[config.mk]
export PLATFORM = sky130hd
export DESIGN_NAME = score_cmd_issuer
export DESIGN_NICKNAME = d
export VERILOG_FILES = /design/src/rtl/score_cmd_issuer.sv
export SDC_FILE = /design/constraint.sdc
export NUM_CORES = 1
export LEC_CHECK = 0
export ABC_AREA = 1
export CORE_UTILIZATION = 50
export CTS_BUF_LIST = sky130_fd_sc_hd__clkbuf_2
export DETAILED_ROUTE_END_ITERATION = 10
export PLACE_DENSITY_LB_ADDON = 0.25
export SLEW_MARGIN = 10
export SYNTH_ARGS = -nofsm -noshare
export SYNTH_HDL_FRONTEND = slang
export SYNTH_SLANG_ARGS = --single-unit
export TNS_END_PERCENT = 30
[constraint.sdc]
create_clock -name CLOCK -period 5.37 [get_ports CLOCK]
set_input_delay 1.611 -clock CLOCK [delete_from_list [all_inputs] [get_ports CLOCK]]
set_output_delay 1.611 -clock CLOCK [all_outputs]
set_load 0.02 [all_outputs]
[src/rtl/score_cmd_issuer.sv]
// Turns judged step events into single-cycle UP1/UP2/DOWN1/DOWN2 pulses for the BCD score chain.
// Optional combo bonus (COMBO port, +1 after a perfect on a 10+ combo) is enabled by defining SCORE_COMBO_EN.
module score_cmd_issuer #(
  parameter int unsigned DEPTH = 4,
  parameter int unsigned GAP   = 2
) (
  input  logic       CLOCK,
  input  logic       RESET,
  input  logic       JUDGE_VALID,
  input  logic [1:0] JUDGE_CODE,
  input  logic       SCORE_ZERO,
  input  logic       SCORE_ONE,
  output logic       UP1,
  output logic       UP2,
  output logic       DOWN1,
  output logic       DOWN2,
  output logic       BUSY,
  output logic       FULL,
  output logic       DROP
`ifdef SCORE_COMBO_EN
  ,
  output logic       COMBO
`endif
);

  localparam int unsigned AW = (DEPTH > 1) ? $clog2(DEPTH) : 1;
  localparam int unsigned CW = $clog2(DEPTH + 1);
  localparam int unsigned GW = $clog2(GAP + 1);

  typedef enum logic [1:0] {S_IDLE, S_ISSUE, S_WAIT} state_t;

  state_t        state_q, state_d;
  logic [1:0]    mem [DEPTH];
  logic [AW-1:0] rd_ptr, wr_ptr;
  logic [CW-1:0] count_q, count_d;
  logic [GW-1:0] gap_q;
  logic [1:0]    code_q;
  logic [1:0]    head_code;
  logic          fifo_empty, fifo_full, pop, wr;
  logic          bonus_pend, bonus_now;
  logic          up1_d, up2_d, down1_d, down2_d;

  // Full check uses pre-pop occupancy, so a pop never frees room for a same-cycle write.
  always_comb begin
    fifo_empty = (count_q == '0);
    fifo_full  = (count_q == CW'(DEPTH));
    pop        = (state_q == S_IDLE) && !fifo_empty;
    wr         = JUDGE_VALID && !fifo_full;
    count_d    = count_q + CW'(wr) - CW'(pop);
    head_code  = mem[rd_ptr];
  end

  always_ff @(posedge CLOCK) begin
    if (RESET) state_q <= S_IDLE;
    else       state_q <= state_d;
  end

  always_comb begin
    state_d = state_q;
    unique case (state_q)
      S_IDLE:  if (pop) state_d = S_ISSUE;
      S_ISSUE: state_d = S_WAIT;
      S_WAIT:  if (gap_q == GW'(1)) state_d = bonus_pend ? S_ISSUE : S_IDLE;
      default: state_d = S_IDLE;
    endcase
  end

  // Floor guard: score flags are sampled during the ISSUE cycle itself.
  always_comb begin
    up1_d   = 1'b0;
    up2_d   = 1'b0;
    down1_d = 1'b0;
    down2_d = 1'b0;
    if (state_q == S_ISSUE) begin
      if (bonus_now) begin
        up1_d = 1'b1;
      end else begin
        unique case (code_q)
          2'b00: up2_d = 1'b1;
          2'b01: up1_d = 1'b1;
          2'b10: down1_d = !SCORE_ZERO;
          2'b11: begin
            down1_d = !SCORE_ZERO && SCORE_ONE;
            down2_d = !SCORE_ZERO && !SCORE_ONE;
          end
        endcase
      end
    end
  end

  always_ff @(posedge CLOCK) begin
    if (wr) mem[wr_ptr] <= JUDGE_CODE;
  end

  always_ff @(posedge CLOCK) begin
    if (RESET) begin
      rd_ptr  <= '0;
      wr_ptr  <= '0;
      count_q <= '0;
      gap_q   <= '0;
      code_q  <= '0;
      UP1     <= 1'b0;
      UP2     <= 1'b0;
      DOWN1   <= 1'b0;
      DOWN2   <= 1'b0;
      BUSY    <= 1'b0;
      FULL    <= 1'b0;
      DROP    <= 1'b0;
    end else begin
      if (wr) wr_ptr <= wr_ptr + 1'b1;
      if (pop) begin
        code_q <= head_code;
        rd_ptr <= rd_ptr + 1'b1;
      end
      count_q <= count_d;
      if (state_q == S_ISSUE)     gap_q <= GW'(GAP);
      else if (state_q == S_WAIT) gap_q <= gap_q - 1'b1;
      UP1   <= up1_d;
      UP2   <= up2_d;
      DOWN1 <= down1_d;
      DOWN2 <= down2_d;
      BUSY  <= (state_d != S_IDLE) || (count_d != '0);
      FULL  <= (count_d == CW'(DEPTH));
      DROP  <= JUDGE_VALID && fifo_full;
    end
  end

`ifdef SCORE_COMBO_EN
  logic [3:0] combo_q;
  logic       bonus_go;

  assign bonus_go = (state_q == S_WAIT) && (gap_q == GW'(1)) && bonus_pend;

  // Combo level is judged before the popped event updates it.
  always_ff @(posedge CLOCK) begin
    if (RESET) begin
      combo_q    <= '0;
      bonus_pend <= 1'b0;
      bonus_now  <= 1'b0;
    end else if (pop) begin
      bonus_now  <= 1'b0;
      bonus_pend <= (head_code == 2'b00) && (combo_q >= 4'd10);
      if (head_code[1])          combo_q <= '0;
      else if (combo_q != 4'hF)  combo_q <= combo_q + 1'b1;
    end else if (bonus_go) begin
      bonus_now  <= 1'b1;
      bonus_pend <= 1'b0;
    end
  end

  assign COMBO = (combo_q >= 4'd10);
`else
  assign bonus_pend = 1'b0;
  assign bonus_now  = 1'b0;
`endif

endmodule

==> metrics.txt, run 1 <==
max-cap violations 0; CTS tree built; VDD IR max 318 uV; GPL Wtd Cong 0.781; diode count 0; routed vias/inst 5.01; Startpoint Class input pin; Netlist cell types 23; crit path kind in -> reg; post-CTS setup buffer count 0; Avg Inst Size Synth 8.66 um2; Critical Path Sink FULL; hold buffers post-CTS 0; share of layout cells above drive strength 1 7.36%; Layout area overhead 16.1%; estimated wirelength of the detail-placed design 1600 um; ys flop type dfxtp_1; CTS Sinks 28; initial antenna violation count 0; Critical R2R Capture FULL; unrepaired setup endpoints after global routing no; CTS Root Cell clkbuf_2; largest net degree at the start of global routing 17; Clock Skew 0.0104 ns; Post-synth top cells nor2_1, inv_1, nand2_1, dfxtp_1; Yosys reg bits 28; Layout Nets 183; Mapped Cells 147; Arr. time, crit path 3.63 ns; Mapped Nets 166; worst r2r src state_q[1]; area post-placement 1430 um2; Routed Wire Length 2080 um; met3 Track Usage GR 2.61%; status complete, no violations; DR iter-0 viols 12; sequential area share after synthesis 50.3%; Die H 52.5 um; Synth area leader dfxtp_1; endpoints failing setup 0; die width 52.5 um; Die Area 2750 um2; post-cts repair resize count 0; Leak Pwr 0.658 nW; GR Util met1 22.1%; Clock Latency Late Sink 0.36 ns; Core Area 2300 um2; EDFF count, synth 8; Post-synth ARST share 0%; Initial Utilization 55.4%; Mapped Area 1270 um2; top-area cell type share of the netlist area 31.4%; via count 956; grt peak-use layer met2; Req. time, crit path 5.69 ns; DR pass1 iterations 4; vias in the first global route 906; Max Freq 0.302 GHz; CTS H-tree depth 1; Slew @ Worst Pin 0.417 ns; IO Port Bufs 13; critical path endpoint category register; Setup TNS Final 0 ns; Crit. Startpoint JUDGE_VALID; total track usage 18.1%; PD cells 499 nW/um2; CP Max Fanout 9; CTS clk-pin slew, worst paths 0.25 ns; Final Hold Viols 0; Warnings, synthesis 0; gr ovfl total 0; Clock Path Buffers 2; r2r worst-path depth 12; row count 17; relative slew slack 72.1%; Area contributors post-synth dfxtp_1, edfxtp_1, ha_1; global-route wire length before repair 3640 um; fin crit share 61.6%; Final Max Slew Viols 0; WL/cell 10.9 um; Worst R2R Setup Slack 3.02 ns; post-route design area 1480 um2; DRC 0; hold crit path type reg -> reg; Routed Antenna Nets 0; fin crit period 3.31 ns; grt met2 use 31.4%; Ports 14; CTS buffer count 3; most common cell in the netlist nor2_1
[area by class of cell]
type | count | area (um2)
Multi-Input combinational cell | 92 | 531
Sequential cell | 28 | 641
Clock buffer | 3 | 15.0
Tap cell | 28 | 35.0
Fill cell | 199 | 818
Clock inverter | 1 | 30.0
Timing Repair Buffer | 13 | 130
Inverter | 26 | 97.6
[state kept, by name (all words and copies together) (netlist names), 2 cells and up]
name,flops
code_q,2
count_q,3
gap_q,2
mem,8
rd_ptr,2
state_q,2
wr_ptr,2
[how the worst min path moves through the flow]
stage          end  slack (ns)       from  cells past startpoint
3_3_place_gp   UP1        0.44  code_q[1]                      1
5_1_grt        UP1        0.51  code_q[1]                      1
3_5_place_dp   UP1        0.45  code_q[1]                      1
6_report       UP1        0.48  code_q[1]                      1
2_1_floorplan  UP1        0.42  code_q[1]                      1
4_1_cts        UP1        0.49  code_q[1]                      1
[layer usage]
layer / share of wire (%) / wire (um)
met5: 0 / 0
met4: 0.77 / 16
met3: 3.2 / 66
met2: 48 / 1010
met1: 48 / 989
[worst max-delay path: stages]
cell and delay (ns):
clkdlybuf4s50_1 0.50, nand2_2 0.12, ha_1 0.29, inv_1 0.04, ha_1 0.18, fa_1 0.40, inv_1 0.09, nand3_2 0.10
a21oi_2 0.17, and2_1 0.14
[cell families after synthesis]
group | share of synthesized area [%]
and+or+nand+nor | 20.4
DFF | 50.3
buffers and inverters | 8.06
AOI/OAI and AO/OA | 8.15
adders and majority gates | 12.4
xor gates and xnor gates | 0.688
[through the flow]
step | power, mW | setup slack [ns] | utilization [%] | std cells | hold WS [ns]
finish | 0.739 | 2.06 | 64.4 | 191 | 0.484
global route | 0.803 | 1.92 | 64.4 | 191 | 0.513
CTS | 0.741 | 2.08 | 64.4 | 191 | 0.486
detailed placement | 0.615 | 1.67 | 62.4 | 187 | 0.446
global placement | 0.602 | 1.74 | 62.4 | 187 | 0.442
floorplan | 0.533 | 2.33 | - | 147 | 0.423
[cells in the final DEF, fill, tap and decap left out, types with 3 or more instances in the layout]
master / instances
a21oi_1: 5
clkbuf_2: 3
clkdlybuf4s50_1: 13
dfxtp_1: 20
edfxtp_1: 8
ha_1: 11
inv_1: 24
nand2_1: 22
nand3_1: 3
nor2_1: 26
o21ai_0: 11
[power by group]
group          switching (mW)  total [mW]  internal (mW)
Combinational           0.185       0.308          0.123
Sequential             0.0370       0.305          0.268
Clock                  0.0614       0.125         0.0641
Total                   0.284       0.739          0.455
No activity file was read; power rests on OpenSTA's default activity.
==> run 2, diff against run 1 <==
==> constraint.sdc (replaced) <==
create_clock -name CLOCK -period 3 [get_ports CLOCK]
set_input_delay 0.9 -clock CLOCK [delete_from_list [all_inputs] [get_ports CLOCK]]
set_output_delay 0.9 -clock CLOCK [all_outputs]
set_load 0.02 [all_outputs]
==> run 2 against run 1 <==
Worst hold slack better by 0.013 ns. Core utilization is 0.76 points lower. Critical path type unchanged. Highest routed layer unchanged. Flip-flop and latch count stayed put. Via count is 1.9% higher.
==> metrics.txt, run 2 (same netlist as run 1, synthesis figures left out) <==
status complete, no violations (unchanged); Leak Pwr 0.652 nW (was 0.658 nW); Worst R2R Setup Slack 0.67 ns (was 3.02 ns); Routed Antenna Nets 0 (unchanged); crit path kind in -> reg (unchanged); CTS Sinks 28 (unchanged); Clock Skew 0.00190 ns (was 0.0104 ns); PD cells 856 nW/um2 (was 499 nW/um2); gr ovfl total 0 (unchanged); fill count 198 (was 199); global-route wire length before repair 3890 um (was 3640 um); die width 52.5 um (unchanged); CTS buffer count 3 (unchanged); share of layout cells above drive strength 1 7.93% (was 7.36%); CP cell instances clkdlybuf4s50_1, nand2_2, ha_1, inv_1, ha_1, fa_1, inv_1, nand3_2, a21oi_2, and2_1 (unchanged); Worst Hold Path EP UP1 (unchanged); max-cap violations 0 (unchanged); IO Port Bufs 13 (unchanged); multi-input logic area 531 um2 (unchanged); post-CTS setup buffer count 0 (unchanged); Max Freq 0.400 GHz; Layout area overhead 14.7% (was 16.1%); estimated wirelength of the detail-placed design 1780 um (was 1600 um); Critical R2R Capture BUSY (was FULL); Register Area 641 um2 (unchanged); WL/cell 11.7 um (was 10.9 um); Final Hold Viols 0 (unchanged); r2r worst-path depth 12 (unchanged); Ports 14 (unchanged); Slew @ Worst Pin 0.379 ns (was 0.417 ns); diode count 0 (unchanged); Clock Path Buffers 2 (unchanged); routed vias/inst 5.07 (was 5.01); Top reg by flops mem (unchanged); Initial Utilization 55.4% (unchanged); Routed Wire Length 2240 um (was 2080 um); relative slew slack 74.7% (was 72.1%); CTS H-tree depth 1 (unchanged); GPL Wtd Cong 0.814 (was 0.781); worst r2r src state_q[1] (unchanged); DRC 0 (unchanged); HP Start code_q[1] (unchanged); Req. time, crit path 3.32 ns (was 5.69 ns); unrepaired setup endpoints after global routing no (unchanged); CP Max Fanout 2 (was 9); Clock Latency Late Sink 0.35 ns (was 0.36 ns); number of flip-flops under the largest register name 8 (unchanged); Setup TNS Final 0 ns (unchanged); fin crit period 2.50 ns; worst hold path stage count 1 (unchanged); largest net degree at the start of global routing 16 (was 17); total track usage 19.3% (was 18.1%); VDD IR max 663 uV (was 318 uV); commonest non-fill, non-tap cell in the layout nor2_1 (unchanged); commonest non-fill, non-tap cells in the layout nor2_1, inv_1, nand2_1 (unchanged); Die H 52.5 um (unchanged); Startpoint Class input pin (unchanged); critical path endpoint category register (unchanged); largest registers mem: 8 flops, count_q: 3 flops (unchanged); CTS clk-pin slew, worst paths 0.24 ns (was 0.25 ns); CTS tree built (unchanged); Core Area 2300 um2 (unchanged); slowest stage delay, CP 0.49 ns (was 0.50 ns); hold crit path type reg -> reg (unchanged); Final Max Slew Viols 0 (unchanged); row count 17 (unchanged); hold buffers post-CTS 0 (unchanged); post-cts repair resize count 0 (unchanged); Layout Nets 184 (was 183); DR pass1 iterations 4 (unchanged); CTS Root Cell clkbuf_2 (unchanged); endpoints failing setup 0 (unchanged); via count 974 (was 956); vias in the first global route 929 (was 906); Arr. time, crit path 2.82 ns (was 3.63 ns); Die Area 2750 um2 (unchanged); DR iter-0 viols 32 (was 12); initial antenna violation count 0 (unchanged); Pwr Total 1.25 mW (was 0.739 mW); Worst path slowest cell clkdlybuf4s50_1 (unchanged); fin crit share 83.4%
-- run 2: changes by cell type in the layout (fill, tap and decap cells not counted), sizes merged --
cell and change:
buf +1, clkbuf +1, bufinv -1
-- run 2: layout make-up --
class	count	share of cell area, %
multi-input combinational	92	36.3
inverter	26	6.68
timing repair buffer	14	9.42
tap	28	2.40
clock buffer	4	1.37
sequential	28	43.8
-- run 2: worst max-delay path, delay by kind of cell --
| family | cells | cell delay (ns) |
|---|---|---|
| simple gates | 3 | 0.30 |
| fa+ha+maj | 3 | 0.84 |
| compound gates | 1 | 0.16 |
| buf+inv | 3 | 0.62 |
-- run 2: metrics by stage --
| stage | utilization, % | area [um2] | std cells | worst slack, ns | hold WS (ns) |
|---|---|---|---|---|---|
| 4_1_cts | 63.6 | 1460 | 192 | 0.490 | 0.500 |
| 2_1_floorplan | - | 1270 | 147 | 0.668 | 0.423 |
| 5_1_grt | 63.6 | 1460 | 192 | 0.375 | 0.541 |
| 3_5_place_dp | 62.7 | 1440 | 188 | 0.0971 | 0.467 |
| 3_3_place_gp | 62.7 | 1440 | 188 | 0.162 | 0.444 |
| 6_report | 63.6 | 1460 | 192 | 0.498 | 0.497 |
-- run 2: metal layers --
| layer | routed length (um) | track usage [%] | share of wire [%] | vias up |
|---|---|---|---|---|
| li1 | - | - | - | 494 |
| met1 | 983 | 23.2 | 44 | 455 |
| met2 | 1140 | 34.6 | 51 | 21 |
| met3 | 86 | 3.19 | 3.8 | 4 |
| met4 | 26 | 6.14 | 1.2 | 0 |
| met5 | 0 | 0 | 0 | - |
-- run 2: report_power, final --
part / internal [mW] / switching, mW
Clock: 0.0352 / 0.106
Combinational: 0.223 / 0.340
Sequential: 0.480 / 0.0668
-- run 2: worst max path at each step --
stage / startpoint / to / slack [ns] / cells after the start
3_5_place_dp: JUDGE_VALID / FULL / 0.1 / 10
3_3_place_gp: JUDGE_VALID / BUSY / 0.16 / 10
4_1_cts: JUDGE_VALID / FULL / 0.49 / 10
2_1_floorplan: JUDGE_VALID / BUSY / 0.67 / 9
6_report: JUDGE_VALID / FULL / 0.50 / 10
5_1_grt: JUDGE_VALID / BUSY / 0.37 / 10
==> run 3, diff against run 2 <==
==> constraint.sdc (replaced) <==
create_clock -name CLOCK -period 2.2 [get_ports CLOCK]
set_input_delay 0.66 -clock CLOCK [delete_from_list [all_inputs] [get_ports CLOCK]]
set_output_delay 0.66 -clock CLOCK [all_outputs]
set_load 0.02 [all_outputs]
==> run 3 against run 2 <==
Worst hold slack got worse by 0.013 ns. Critical path depth rose by 2. Cell count rose by 6.3%. Core utilization rose by 6.5 points. Non-clock buffer count rose by 12. Die area did not move. Total power rose by 59%. Combinational power rose by 87%. Routed wire length rose by 9.0%. First-iteration DRC count rose by 16%. Final area rose by 10%. Largest cell class unchanged. Highest routed layer unchanged.
==> metrics.txt, run 3 (same netlist as run 1, synthesis figures left out) <==
Clock Path Buffers 2 (unchanged); post-route design area 1610 um2 (was 1460 um2); Layout Nets 196 (was 184); Req. time, crit path 2.49 ns (was 3.32 ns); total track usage 20.1% (was 19.3%); Layout area overhead 26.5% (was 14.7%); relative slew slack 78.6% (was 74.7%); Core Area 2300 um2 (unchanged); vias in the first global route 926 (was 929); commonest non-fill, non-tap cell in the layout nor2_1 (unchanged); CP cell instances inv_2, ha_4, inv_2, a21oi_4, ha_4, inv_2, ha_4, fa_1, nor2_2, nand3_1, nand2_1, nand3_2 (was clkdlybuf4s50_1, nand2_2, ha_1, inv_1, ha_1, fa_1, inv_1, nand3_2, a21oi_2, and2_1); DR pass1 iterations 4 (unchanged); DR iter-0 viols 37 (was 32); IO Port Bufs 13 (unchanged); Initial Utilization 55.4% (unchanged); PD cells 1230 nW/um2 (was 856 nW/um2); DRC 0 (unchanged); GPL Wtd Cong 0.811 (was 0.814); number of flip-flops under the largest register name 8 (unchanged); Routed Antenna Nets 0 (unchanged); CTS clk-pin slew, worst paths 0.24 ns (about the same); Setup TNS Final 0 ns (unchanged); status complete, no violations (unchanged); global-route wire length before repair 3930 um (was 3890 um); slowest stage delay, CP 0.48 ns (was 0.49 ns); routed vias/inst 4.99 (was 5.07); Final Hold Viols 0 (unchanged); CP Max Fanout 2 (unchanged); r2r worst-path depth 12 (unchanged); hold crit path type reg -> reg (unchanged); fill count 181 (was 198); endpoints failing setup 0 (unchanged); Clock Skew 0.00926 ns (was 0.00190 ns); row count 17 (unchanged); crit path kind reg -> reg (was in -> reg); Max Freq 0.478 GHz; CTS buffer count 3 (unchanged); estimated wirelength of the detail-placed design 1770 um (was 1780 um); Slew @ Worst Pin 0.320 ns (was 0.379 ns); Ports 14 (unchanged); Worst path slowest cell fa_1 (was clkdlybuf4s50_1); diode count 0 (unchanged); largest net degree at the start of global routing 16 (unchanged); CTS tree built (unchanged); die width 52.5 um (unchanged); Routed Wire Length 2440 um (was 2240 um); Leak Pwr 0.714 nW (was 0.652 nW); critical path endpoint category register (unchanged); Die H 52.5 um (unchanged); area post-placement 1470 um2 (was 1440 um2); CTS Sinks 28 (unchanged); CTS Root Cell clkbuf_2 (unchanged); via count 1018 (was 974); worst hold path stage count 1 (unchanged); hold buffers post-CTS 0 (unchanged); Clock Latency Late Sink 0.37 ns (was 0.35 ns); initial antenna violation count 0 (unchanged); VDD IR max 1070 uV (was 663 uV); Die Area 2750 um2 (unchanged); Arr. time, crit path 2.38 ns (was 2.82 ns); max-cap violations 0 (unchanged); commonest non-fill, non-tap cells in the layout nor2_1, nand2_1, inv_1 (was nor2_1, inv_1, nand2_1); largest registers mem: 8 flops, count_q: 3 flops (unchanged); Final Max Slew Viols 0 (unchanged); fin crit period 2.09 ns; CTS H-tree depth 1 (unchanged); share of layout cells above drive strength 1 21.6% (was 7.93%); fin crit share 95.1%; Startpoint Class register (was input pin); gr ovfl total 0 (unchanged); WL/cell 12.0 um (was 11.7 um); Top reg by flops mem (unchanged)
[run 3: cell types whose count changed in the layout (fill, tap and decap cells not counted), sizes merged]
cell           delta
buf              +12
dlygate4sd2       +1
clkdlybuf4s50     -1
clkbuf            -1
clkinv            +1
[run 3: final timing paths]
check                  start  endpoint  slack (ns)
setup / recovery  state_q[1]      BUSY        0.11
hold / removal     code_q[1]       UP1        0.48
setup reg to reg  state_q[1]      BUSY        0.11
hold reg to reg    code_q[1]       UP1        0.48
[run 3: cell type report]
| type | count | area (um2) | area share, % |
|---|---|---|---|
| Clock buffer | 3 | 15.0 | 0.932 |
| Tap cell | 28 | 35.0 | 2.17 |
| Clock inverter | 1 | 3.75 | 0.233 |
| Multi-Input combinational cell | 92 | 586 | 36.3 |
| Timing Repair Buffer | 26 | 226 | 14.1 |
| Inverter | 26 | 97.6 | 6.06 |
| Sequential cell | 28 | 648 | 40.2 |
[run 3: stage by stage]
step	hold WS (ns)	instances	utilization (%)	setup slack (ns)	power, mW
2_1_floorplan	0.423	147	-	0.108	1.30
3_3_place_gp	0.443	192	64.1	-0.395	1.51
3_5_place_dp	0.461	192	64.1	-0.504	1.56
4_1_cts	0.491	199	66.1	0.0172	1.81
5_1_grt	0.521	204	70.2	-0.0146	2.15
6_report	0.484	204	70.2	0.108	1.98
[run 3: timing repair]
item	CTS	global route
buffers inserted	3	5
resized for setup	5	14
setup endpoints to repair	2	2
pin swaps	2	6
gates cloned	0	0
[run 3: where the power goes]
group          switching, mW  internal (mW)
Combinational          0.560          0.488
Sequential            0.0867          0.662
Clock                  0.148         0.0395
Total                  0.795           1.19
[run 3: routing by layer]
layer	share of wire, %	track usage, %	vias up
met5	0	0	-
met4	2.0	10.5	0
met3	2.7	2.61	5
met2	51	35.0	17
met1	45	23.7	476
li1	-	-	520
[run 3: worst max-delay path, delay by kind of cell, from the launching register on]
kind                       cells  cell delay (ns)
adders and majority gates      4             1.05
DFF                            1             0.39
and+or+nand+nor                4             0.38
buffers and inverters          3             0.16
AOI/OAI and AO/OA              1             0.04
